==> config.mk <==
export PLATFORM = sky130hd
export DESIGN_NAME = simplex_register
export DESIGN_NICKNAME = d
export VERILOG_FILES = /design/src/rtl/simplex_register.sv
export SDC_FILE = /design/constraint.sdc
export NUM_CORES = 1
export LEC_CHECK = 0
export ABC_CLOCK_PERIOD_IN_PS = 3300
export CORE_ASPECT_RATIO = 0.5
export CORE_MARGIN = 8
export CORE_UTILIZATION = 56
export DETAILED_ROUTE_END_ITERATION = 16
export PLACE_DENSITY = 0.77
export SETUP_SLACK_MARGIN = 0.15
export SLEW_MARGIN = 30
export SYNTH_ARGS = -nofsm -noshare
export SYNTH_HDL_FRONTEND = slang
export SYNTH_SLANG_ARGS = --single-unit
==> constraint.sdc <==
create_clock -name SIM_CLK -period 3.3 [get_ports SIM_CLK]
set_clock_uncertainty 0.1 [all_clocks]
set_input_delay 0.825 -clock SIM_CLK [delete_from_list [all_inputs] [get_ports SIM_CLK]]
set_output_delay 0.825 -clock SIM_CLK [all_outputs]
set_load 0.005 [all_outputs]
==> src/rtl/simplex_register.sv <==
// simplex_register: serial-to-parallel SSR discrete register with timed SSR14H/SSR15H pulses
module simplex_register #(
  parameter int WORD_BITS = 26,
  parameter logic [8:0] SET_ADDR = 9'o041,
  parameter logic [8:0] CLR_ADDR = 9'o042,
  parameter int PULSE_CYCLES = 1024
) (
  input  logic       SIM_CLK,
  input  logic       SIM_RST,
  input  logic       SER_DATA,
  input  logic       SER_SHIFT,
  input  logic       PIO_STROBE,
  input  logic [8:0] PIO_ADDR,
  output logic       SSR1H,
  output logic       SSR2H,
  output logic       SSR3H,
  output logic       SSR4H,
  output logic       SSR5H,
  output logic       SSR6H,
  output logic       SSR7H,
  output logic       SSR8H,
  output logic       SSR14H,
  output logic       SSR15H,
  output logic       BUSY,
  output logic       ERR
);
  localparam int CW = $clog2(WORD_BITS + 2);
  localparam int TW = $clog2(PULSE_CYCLES + 1);
  logic [WORD_BITS-1:0] r_sreg, w_sreg;
  logic [CW-1:0] r_cnt, w_cnt;
  logic [7:0] r_lvl, w_lvl;
  logic [TW-1:0] r_t14, r_t15, w_t14, w_t15;
  logic r_o14, r_o15, r_busy, r_err, w_err, w_set, w_clr, w_load;
  always_comb begin
    w_set = PIO_STROBE && PIO_ADDR == SET_ADDR;
    w_clr = PIO_STROBE && PIO_ADDR == CLR_ADDR;
    w_load = w_set && r_cnt == CW'(WORD_BITS);
    w_sreg = SER_SHIFT ? {r_sreg[WORD_BITS-2:0], SER_DATA} : r_sreg;
    w_cnt = (w_set || w_clr) ? CW'(SER_SHIFT) :
            (SER_SHIFT && r_cnt != CW'(WORD_BITS + 1)) ? r_cnt + CW'(1) : r_cnt;
    w_lvl = w_clr ? '0 : w_load ? r_sreg[WORD_BITS-1 -: 8] : r_lvl;
    w_t14 = w_clr ? '0 : w_load ? (r_sreg[WORD_BITS-9] ? TW'(PULSE_CYCLES) : '0) : r_t14 - TW'(r_t14 != '0);
    w_t15 = w_clr ? '0 : w_load ? (r_sreg[WORD_BITS-10] ? TW'(PULSE_CYCLES) : '0) : r_t15 - TW'(r_t15 != '0);
    w_err = w_clr ? 1'b0 : w_set ? !w_load : r_err;
  end
  always_ff @(posedge SIM_CLK) begin
    if (!SIM_RST) begin
      r_sreg <= '0;
      r_cnt <= '0;
      r_lvl <= '0;
      r_t14 <= '0;
      r_t15 <= '0;
      r_o14 <= 1'b0;
      r_o15 <= 1'b0;
      r_busy <= 1'b0;
      r_err <= 1'b0;
    end else begin
      r_sreg <= w_sreg;
      r_cnt <= w_cnt;
      r_lvl <= w_lvl;
      r_t14 <= w_t14;
      r_t15 <= w_t15;
      r_o14 <= w_t14 != '0;
      r_o15 <= w_t15 != '0;
      r_busy <= (w_t14 != '0) || (w_t15 != '0);
      r_err <= w_err;
    end
  end
  assign {SSR1H, SSR2H, SSR3H, SSR4H, SSR5H, SSR6H, SSR7H, SSR8H} = r_lvl;
  assign SSR14H = r_o14;
  assign SSR15H = r_o15;
  assign BUSY = r_busy;
  assign ERR = r_err;
endmodule
==> summary by stage, run 1 <==
Outcome
The run finished with clean final reports.

Detailed routing
The remaining antenna violation count is 0. The final routed wirelength across all metal layers is ~5400 µm. Dividing the detail-routed wire length by the instance count gives between 10 and 15 µm. The number of DRC markers in iteration 0 is 100. For this run, design rule violations remaining after detail routing come to 0.

The first detailed-routing pass ran for 4 iterations. The total number of vias is about 2200. Using the TritonRoute via totals, the vias-per-cell ratio works out to about 5.2.

STA
For the pin with the worst max-slew slack, the measured transition is ~0.56 ns. After layout, the minimum clock period comes to 3.01 ns. The final setup TNS is 0 ns. In this run the tightest slew margin relative to its limit is a little over three fifths. The maximum achievable frequency is 332 MHz. The final critical-path share of the clock period is 91.3%.

The hold violation count in the final report is 0. The number of slew-limit violations in the final report is 0. Setup repair after global routing could not meet its margin everywhere. The number of setup violations in the final report is 0.

Die
The die footprint is ~8000 µm². The number of standard-cell rows in the floorplan is 18. Pin placement for this block handled 26 I/O pins. The core region is 4950 µm². The effective utilization at floorplan is slightly below 60%. The width of the chip is around 120 µm. From bottom edge to top edge, the die measures 66.9 µm.

Layout
The total number of nets in the final design is between 300 and 400. The post-route netlist has between 8 and 9% of its cells at a drive strength greater than 1. The number of antenna diodes in the final layout is 0.

The number of filler cells placed in the layout is 401. The area growth from synthesis to layout is 16.9%.

CTS
The H-tree level count is 3. Clock tree synthesis inserted a total of 9 buffers. The number of sinks handled by clock tree synthesis is 65. The count of buffers added by post-CTS timing repair for setup is 0.

In this run, post-CTS hold repair placed 0 buffers. The number of buffers on the longest clock path is 2. TritonCTS built the clock tree.

After clock tree synthesis, the clock-pin slew on the worst setup and hold paths is 0.07 ns. The cell sitting at the root of the clock tree is a clkbuf_8. Clock latency on the worst-skew pair, taken at its later pin, is about 0.34 ns.

Synthesis
After synthesis, the most frequently instantiated cells are nor2_1, dfxtp_1, mux2i_1, xor2_1, nand2_1. The distinct cell type count of the synthesized netlist is 47. The number of enable flip-flop cells after synthesis is 0. The Yosys step of the flow raised 0 warnings. After synthesis, the share of flip-flops with an asynchronous set or reset is 0%. In this run, synthesis produced a sequential element count of 65.

The dominant synthesized flop cell is dfxtp_1. The mean area per synthesized cell is 9.18 µm². For this run, the register share of the synthesized area comes to between 40 and 50%. The library cell with the highest instance count after synthesis is nor2_1. Summing every instance area after synthesis gives a little under 3000 µm². The biggest area contributor in the post-synthesis netlist is dfxtp_1.

Ranked by total cell area, the synthesized netlist is headed by dfxtp_1, mux2i_1, nor2_1, xor2_1, ha_1. The share of the synthesized area in the top cell type is roughly 45%. The number of nets in the synthesized netlist is about 340. In the synthesized netlist, the number of instances is 316.

Global routing
Entering global routing, the biggest net connects 27 pins. The global-route wire length before repair is ~9700 µm. The total overflow left after global routing is 0.

The number of global-route vias before repair came to approximately 2300. The number of antenna violations at the first check in global routing is 0. For this run, the total global-route usage over all layers was measured as ~15%.

Place
The placed wire-length estimate is 3990 µm. During placement, the flow inserted port buffers numbering 25. Routability-driven placement finished with a final weighted congestion of about 0.78.

Power
For this design the ratio of total power to cell area is approximately 760 nW/µm². VDD sags by at most 0.000482 V. The static power due to leakage is 1.45 nW. The design draws ~2.6 mW.

Setup path
The worst-case register-to-register setup slack is about 0.29 ns. STA classifies the critical path endpoint as a flop. The launch instance of the worst register-to-register path is r_t15[6]$_SDFF_PN0_.

The required time of the worst setup path is about 3.4 ns. At the worst endpoint, the arrival time is ~3.1 ns. The critical path start-end classification is reg2reg. The number of cells traversed by the worst register-to-register path is 11. The kind of start point of the critical path is a flop. The maximum fanout count along the critical path is 6. In this run the critical register-to-register path is captured at BUSY$_SDFF_PN0_.

Worst hold path
The source of the worst hold timing path is r_sreg[13]$_SDFFE_PN0P_. In this run the worst hold path is classified as reg2reg. The path with the worst hold slack has its endpoint at r_sreg[13]$_SDFFE_PN0P_. The worst hold path depth is 2.

Flow run
Across the run, the number of max-cap violations was 0.
==> final cells by class <==
cell class / instances / area (µm²) / share of cell area (%)
clock buffer: 11 / 151 / 4.46
clock inverter: 4 / 28.8 / 0.848
inverter: 8 / 30.0 / 0.885
multi-input combinational: 226 / 1500 / 44.2
sequential: 65 / 1300 / 38.3
tap: 70 / 87.6 / 2.58
timing repair buffer: 31 / 295 / 8.70
==> critical path: stages (launching register included) <==
cell	delay [ns]
dfxtp_1	0.36
or4_4	0.57
nor2_2	0.12
nand3_1	0.10
ha_2	0.22
ha_1	0.19
or4bb_1	0.49
nor4_2	0.15
a211oi_1	0.09
nor4_2	0.17
o21bai_1	0.11
or2_1	0.22
==> state kept, by name, summed over array words and instances (netlist names) <==
signal  count
r_t14      11
r_t15      11
r_lvl       8
SSR14H      1
SSR15H      1
ERR         1
BUSY        1
r_cnt       5
r_sreg     26
==> metal layers <==
metal	vias up	global-route usage [%]	wire length [µm]
met4	0	7.27	76
li1	1128	-	-
met1	1020	15.5	2540
met2	19	28.1	2590
met3	10	5.73	203
met5	-	0	0
==> cells in the final DEF (no fill, tap or decap), drive strengths merged, types with 3 or more instances in the layout <==
master / synthesis / routed
clkbuf: 9 / 11
a211oi: 4 / 4
xor2: 18 / 18
ha: 6 / 6
nand3: 6 / 6
and2: 6 / 6
mux2i: 36 / 36
nor2: 71 / 71
nor2b: 5 / 5
clkdlybuf4s50: 0 / 25
xnor2: 4 / 4
or3: 3 / 3
dfxtp: 65 / 65
nand2: 13 / 13
nor3: 7 / 7
o21ai: 4 / 4
inv: 8 / 8
or2: 3 / 3
a21oi: 4 / 4
buf: 8 / 6
nor4: 6 / 6
nand4: 5 / 5
==> cell families (layout without fill, tap and decap cells) <==
family,Yosys count,after routing,share of synthesized area (%)
and+or+nand+nor,138,138,24.1
adders and majority gates,6,6,2.59
buffers and inverters,25,54,3.66
muxes,36,36,12.4
xor gates and xnor gates,22,22,6.64
AOI/OAI and AO/OA,24,24,5.69
DFF,65,65,44.8
==> report_power, final <==
group	switching, mW	internal, mW	total, mW
registers	0.129	0.898	1.03
clock network	0.298	0.309	0.606
logic	0.507	0.452	0.959
==> through the flow <==
step	area, µm²	instances	setup slack [ns]	utilization (%)	hold WS [ns]
after floorplan	2900	316	0.403	-	0.360
after global placement	3210	400	0.267	64.7	0.372
after detailed placement	3210	400	0.120	64.7	0.387
after CTS	3390	415	0.163	68.4	0.403
after global routing	3390	415	0.0469	68.5	0.433
final	3390	415	0.288	68.5	0.395
==> worst max-delay path by stage <==
stage                   startpoint              end  depth (start not counted)
2_1_floorplan  r_t15[3]$_SDFF_PN0_  BUSY$_SDFF_PN0_                         12
3_3_place_gp   r_t15[6]$_SDFF_PN0_  BUSY$_SDFF_PN0_                         11
3_5_place_dp   r_t15[6]$_SDFF_PN0_  BUSY$_SDFF_PN0_                         11
4_1_cts        r_t15[6]$_SDFF_PN0_  BUSY$_SDFF_PN0_                         11
5_1_grt        r_t15[6]$_SDFF_PN0_  BUSY$_SDFF_PN0_                         11
6_report       r_t15[6]$_SDFF_PN0_  BUSY$_SDFF_PN0_                         11
==> what timing repair did <==
item	CTS	global route
cloned	0	0
pin swaps	1	0
setup endpoints to repair	1	2
resized for setup	0	2
hold endpoints to repair	0	0
No activity file was read; power rests on OpenSTA's default activity.
==> run 2, diff against run 1 <==
- CAP_MARGIN: not set -> 0
- GPL_TIMING_DRIVEN: not set -> 0
- SLEW_MARGIN: 30 -> not set
==> run 2 against run 1 <==
Register-to-register slack about the same. Combinational power increased by 8%. Final cell count increased by 2.9%. Sequential share of layout area decreased by 0.73 points. Critical endpoint unchanged. Largest power group is now combinational cells.
==> summary by stage, run 2 (synthesized netlist as in run 1, its figures left out) <==
Layout
The number of standard cells in the layout, taps in and fillers out came to 427 (+2.9%). The top cell types in the final layout, fill and taps aside, are nor2_1, dfxtp_1, mux2i_1. The final design area excluding fillers is 3460 µm² (+2.0%). The total number of nets in the final design came to 372 (+3.0%).

The flip-flop count of the largest register after layout is 26 (unchanged). The fraction of layout cells with a size suffix above 1 is 9.80% (+0.82 points). The largest registers in the layout are r_sreg: 26 flops, r_t14: 11 flops, r_t15: 11 flops. The total inserted antenna cells is 0 (unchanged). The final core area utilization is 69.9% (+1.4 points). The number of filler cells placed in the layout came to 402 (+0.25%). The register with the highest flop count is r_sreg. The library cell used most frequently in the layout, excluding fill and tap cells, is nor2_1. The area growth from synthesis to layout is 19.3%.

Setup path
The critical path ends at BUSY$_SDFF_PN0_. STA classifies the critical path endpoint as a flop. The endpoint identified for the worst register-to-register timing path is BUSY$_SDFF_PN0_. The critical path goes through buf_6 > or4_4 > nor2_2 > nand3_1 > ha_2 > ha_1 > or4bb_1 > nor4_2 > a211oi_1 > nor4_2 > o21bai_1 > or2_1. The worst-case register-to-register setup slack was 0.28 ns (about the same). The startpoint identified for the worst register-to-register timing path is r_t15[3]$_SDFF_PN0_. Among all stages on the critical path, the largest delay is contributed by or4_4. The required time of the worst setup path is 3.43 ns (about the same). The data arrival time of the critical path is 3.16 ns (+0.02 ns). The stage delay of the slowest cell on the critical path came to 0.51 ns (-0.06 ns). The worst setup path is launched from a flop. The maximum fanout count along the critical path is 7 (+1).

In this run the worst setup path begins at r_t15[3]$_SDFF_PN0_. The critical path start-end classification is reg2reg. The number of cells traversed by the worst register-to-register path is 12 (+1). The cell with the most instances on the worst path is nor4_2.

CTS
The post-cts hold buffer count is 0 (unchanged). The number of buffers on the longest clock path was 2 (unchanged). The latest clock arrival within the worst-skew pair is 0.34 ns (about the same). The number of clock buffers inserted by TritonCTS came to 9 (unchanged). The H-tree level count is 3 (unchanged).

The clock-pin slew on the worst setup and hold paths came to 0.07 ns (about the same). The CTS tree is built. The cell chosen for the clock root is clkbuf_8. The number of sinks handled by clock tree synthesis is 65 (unchanged).

Place
The count of buffers from port buffering is 25 (unchanged). The post-detailed-placement cell area is 3240 µm² (+0.98%). The placer's final routability congestion estimate is 0.817 (+5.2%). The post-placement cell count is 411 (+2.8%). The worst setup slack after placement is 0.126 ns (+0.00669 ns). The placed wire-length estimate is 4120 µm (+3.3%).

Detailed routing
The total number of vias is 2259 (+3.8%). The first-pass iteration count of the detailed router is 4 (unchanged). The number of vias per cell after detailed routing was 5.29 (+0.85%). The average wire per cell in the routed design is 13.2 µm (+1.1%). The remaining antenna violation count is 0 (unchanged). The number of DRC markers in iteration 0 is 83 (-17%). The final routed wirelength across all metal layers is 5620 µm (+4.0%). The post-route DRC violation count is 0 (unchanged).

Die
The boundary pin count is 26 (unchanged). The die footprint was 7880 µm² (unchanged). The effective utilization at floorplan is 58.6% (unchanged). The vertical extent of the die is 66.9 µm (unchanged). The number of standard-cell rows in the floorplan is 18 (unchanged). The placeable core area is 4950 µm² (unchanged). The width of the chip is 118 µm (unchanged).

Flow run
The count of max-cap constraint violations came to 0 (unchanged).

Worst hold path
The startpoint identified for the worst hold timing path is ERR$_SDFFE_PP0P_. The min-delay analysis places its worst path in the category reg2reg.

STA
The final setup TNS is 0 ns (unchanged). The final critical-path share of the clock period is 91.6% (+0.37 points). The maximum achievable frequency is 331 MHz (-0.41%). The clock period minus worst slack came to 3.02 ns (+0.0123 ns).

The number of slew-limit violations in the final report is 0 (unchanged). Setup repair after global routing could not meet its margin everywhere. The worst hold slack across all endpoints came to 0.391 ns (-0.00418 ns). The least setup slack across all paths after layout is 0.276 ns (-0.0123 ns).

The number of setup violations in the final report is 0 (unchanged). The slew at the pin with the worst max-slew slack was 0.683 ns (+0.126 ns). The hold violation count in the final report is 0 (unchanged). The relative slew slack is 54.5% (-8.3 points).

Power
The power density over cell area is 784 nW/µm² (+2.6%). The maximum vdd ir drop is 0.000443 V (-8.1%). The overall power was 2.71 mW (+4.6%). The static power due to leakage was 1.48 nW (+2.1%).

Global routing
The pin count of the biggest net entering global routing is 13 (-52%). The overall track demand over capacity in global routing is 15.0% (-0.23 points). The global-route wire length before repair is 9540 µm (-1.4%). The remaining global-route overflow is 0 (unchanged).

The number of global-route vias before repair is 2136 (-5.1%). The number of antenna violations at the first check in global routing is 0 (unchanged).

Outcome
The flow ran to the end, and the final reports show no timing, DRC or antenna violations.
==> run 2: changes by cell type in the layout (fill, tap and decap cells not counted), moves of 2 or more <==
cell        previous run  this run
clkbuf_1               0         7
buf_4                  6         0
buf_1                  0         4
buf_2                  0         4
clkinvlp_4             2         0
==> run 2: power by group <==
group	switching, mW	internal (mW)
Sequential	0.0954	0.898
Combinational	0.574	0.467
Clock	0.306	0.371
==> run 2: critical path: cells and delay by family, from the launching register on <==
family | cells | cell delay (ns)
flip-flops | 1 | 0.31
AO/OA/AOI/OAI | 2 | 0.22
AND/OR/NAND/NOR | 7 | 1.75
adder cells (fa/ha/maj) | 2 | 0.42
buffers and inverters | 1 | 0.13
==> run 2: layout make-up <==
cell class | instances | area [µm²] | share of cell area (%)
Buffer | 17 | 77.6 | 2.24
Clock buffer | 10 | 138 | 3.98
Clock inverter | 6 | 66.3 | 1.92
Inverter | 8 | 30.0 | 0.867
Multi-Input combinational cell | 226 | 1510 | 43.6
Sequential cell | 65 | 1300 | 37.6
Tap cell | 70 | 87.6 | 2.53
Timing Repair Buffer | 25 | 250 | 7.23
==> run 2: per-layer routing <==
metal	track usage [%]	up-vias	routed length [µm]
met5	0	-	0
met4	6.64	0	55
met3	5.23	5	229
met2	27.1	40	2830
met1	16.0	1069	2500
li1	-	1145	-
==> run 2: repair_timing <==
action                                  CTS  global route
endpoints found under the setup margin    1             1
setup buffers                             0             0
gates resized for setup                   2             5
pin swaps                                 0             1
==> run 2: worst min-delay path by stage <==
stage,to,cells after the start
2_1_floorplan,r_lvl[7]$_SDFFE_PP0P_,2
3_3_place_gp,r_sreg[15]$_SDFFE_PN0P_,2
3_5_place_dp,ERR$_SDFFE_PP0P_,2
4_1_cts,ERR$_SDFFE_PP0P_,2
5_1_grt,r_sreg[11]$_SDFFE_PN0P_,2
6_report,ERR$_SDFFE_PP0P_,2
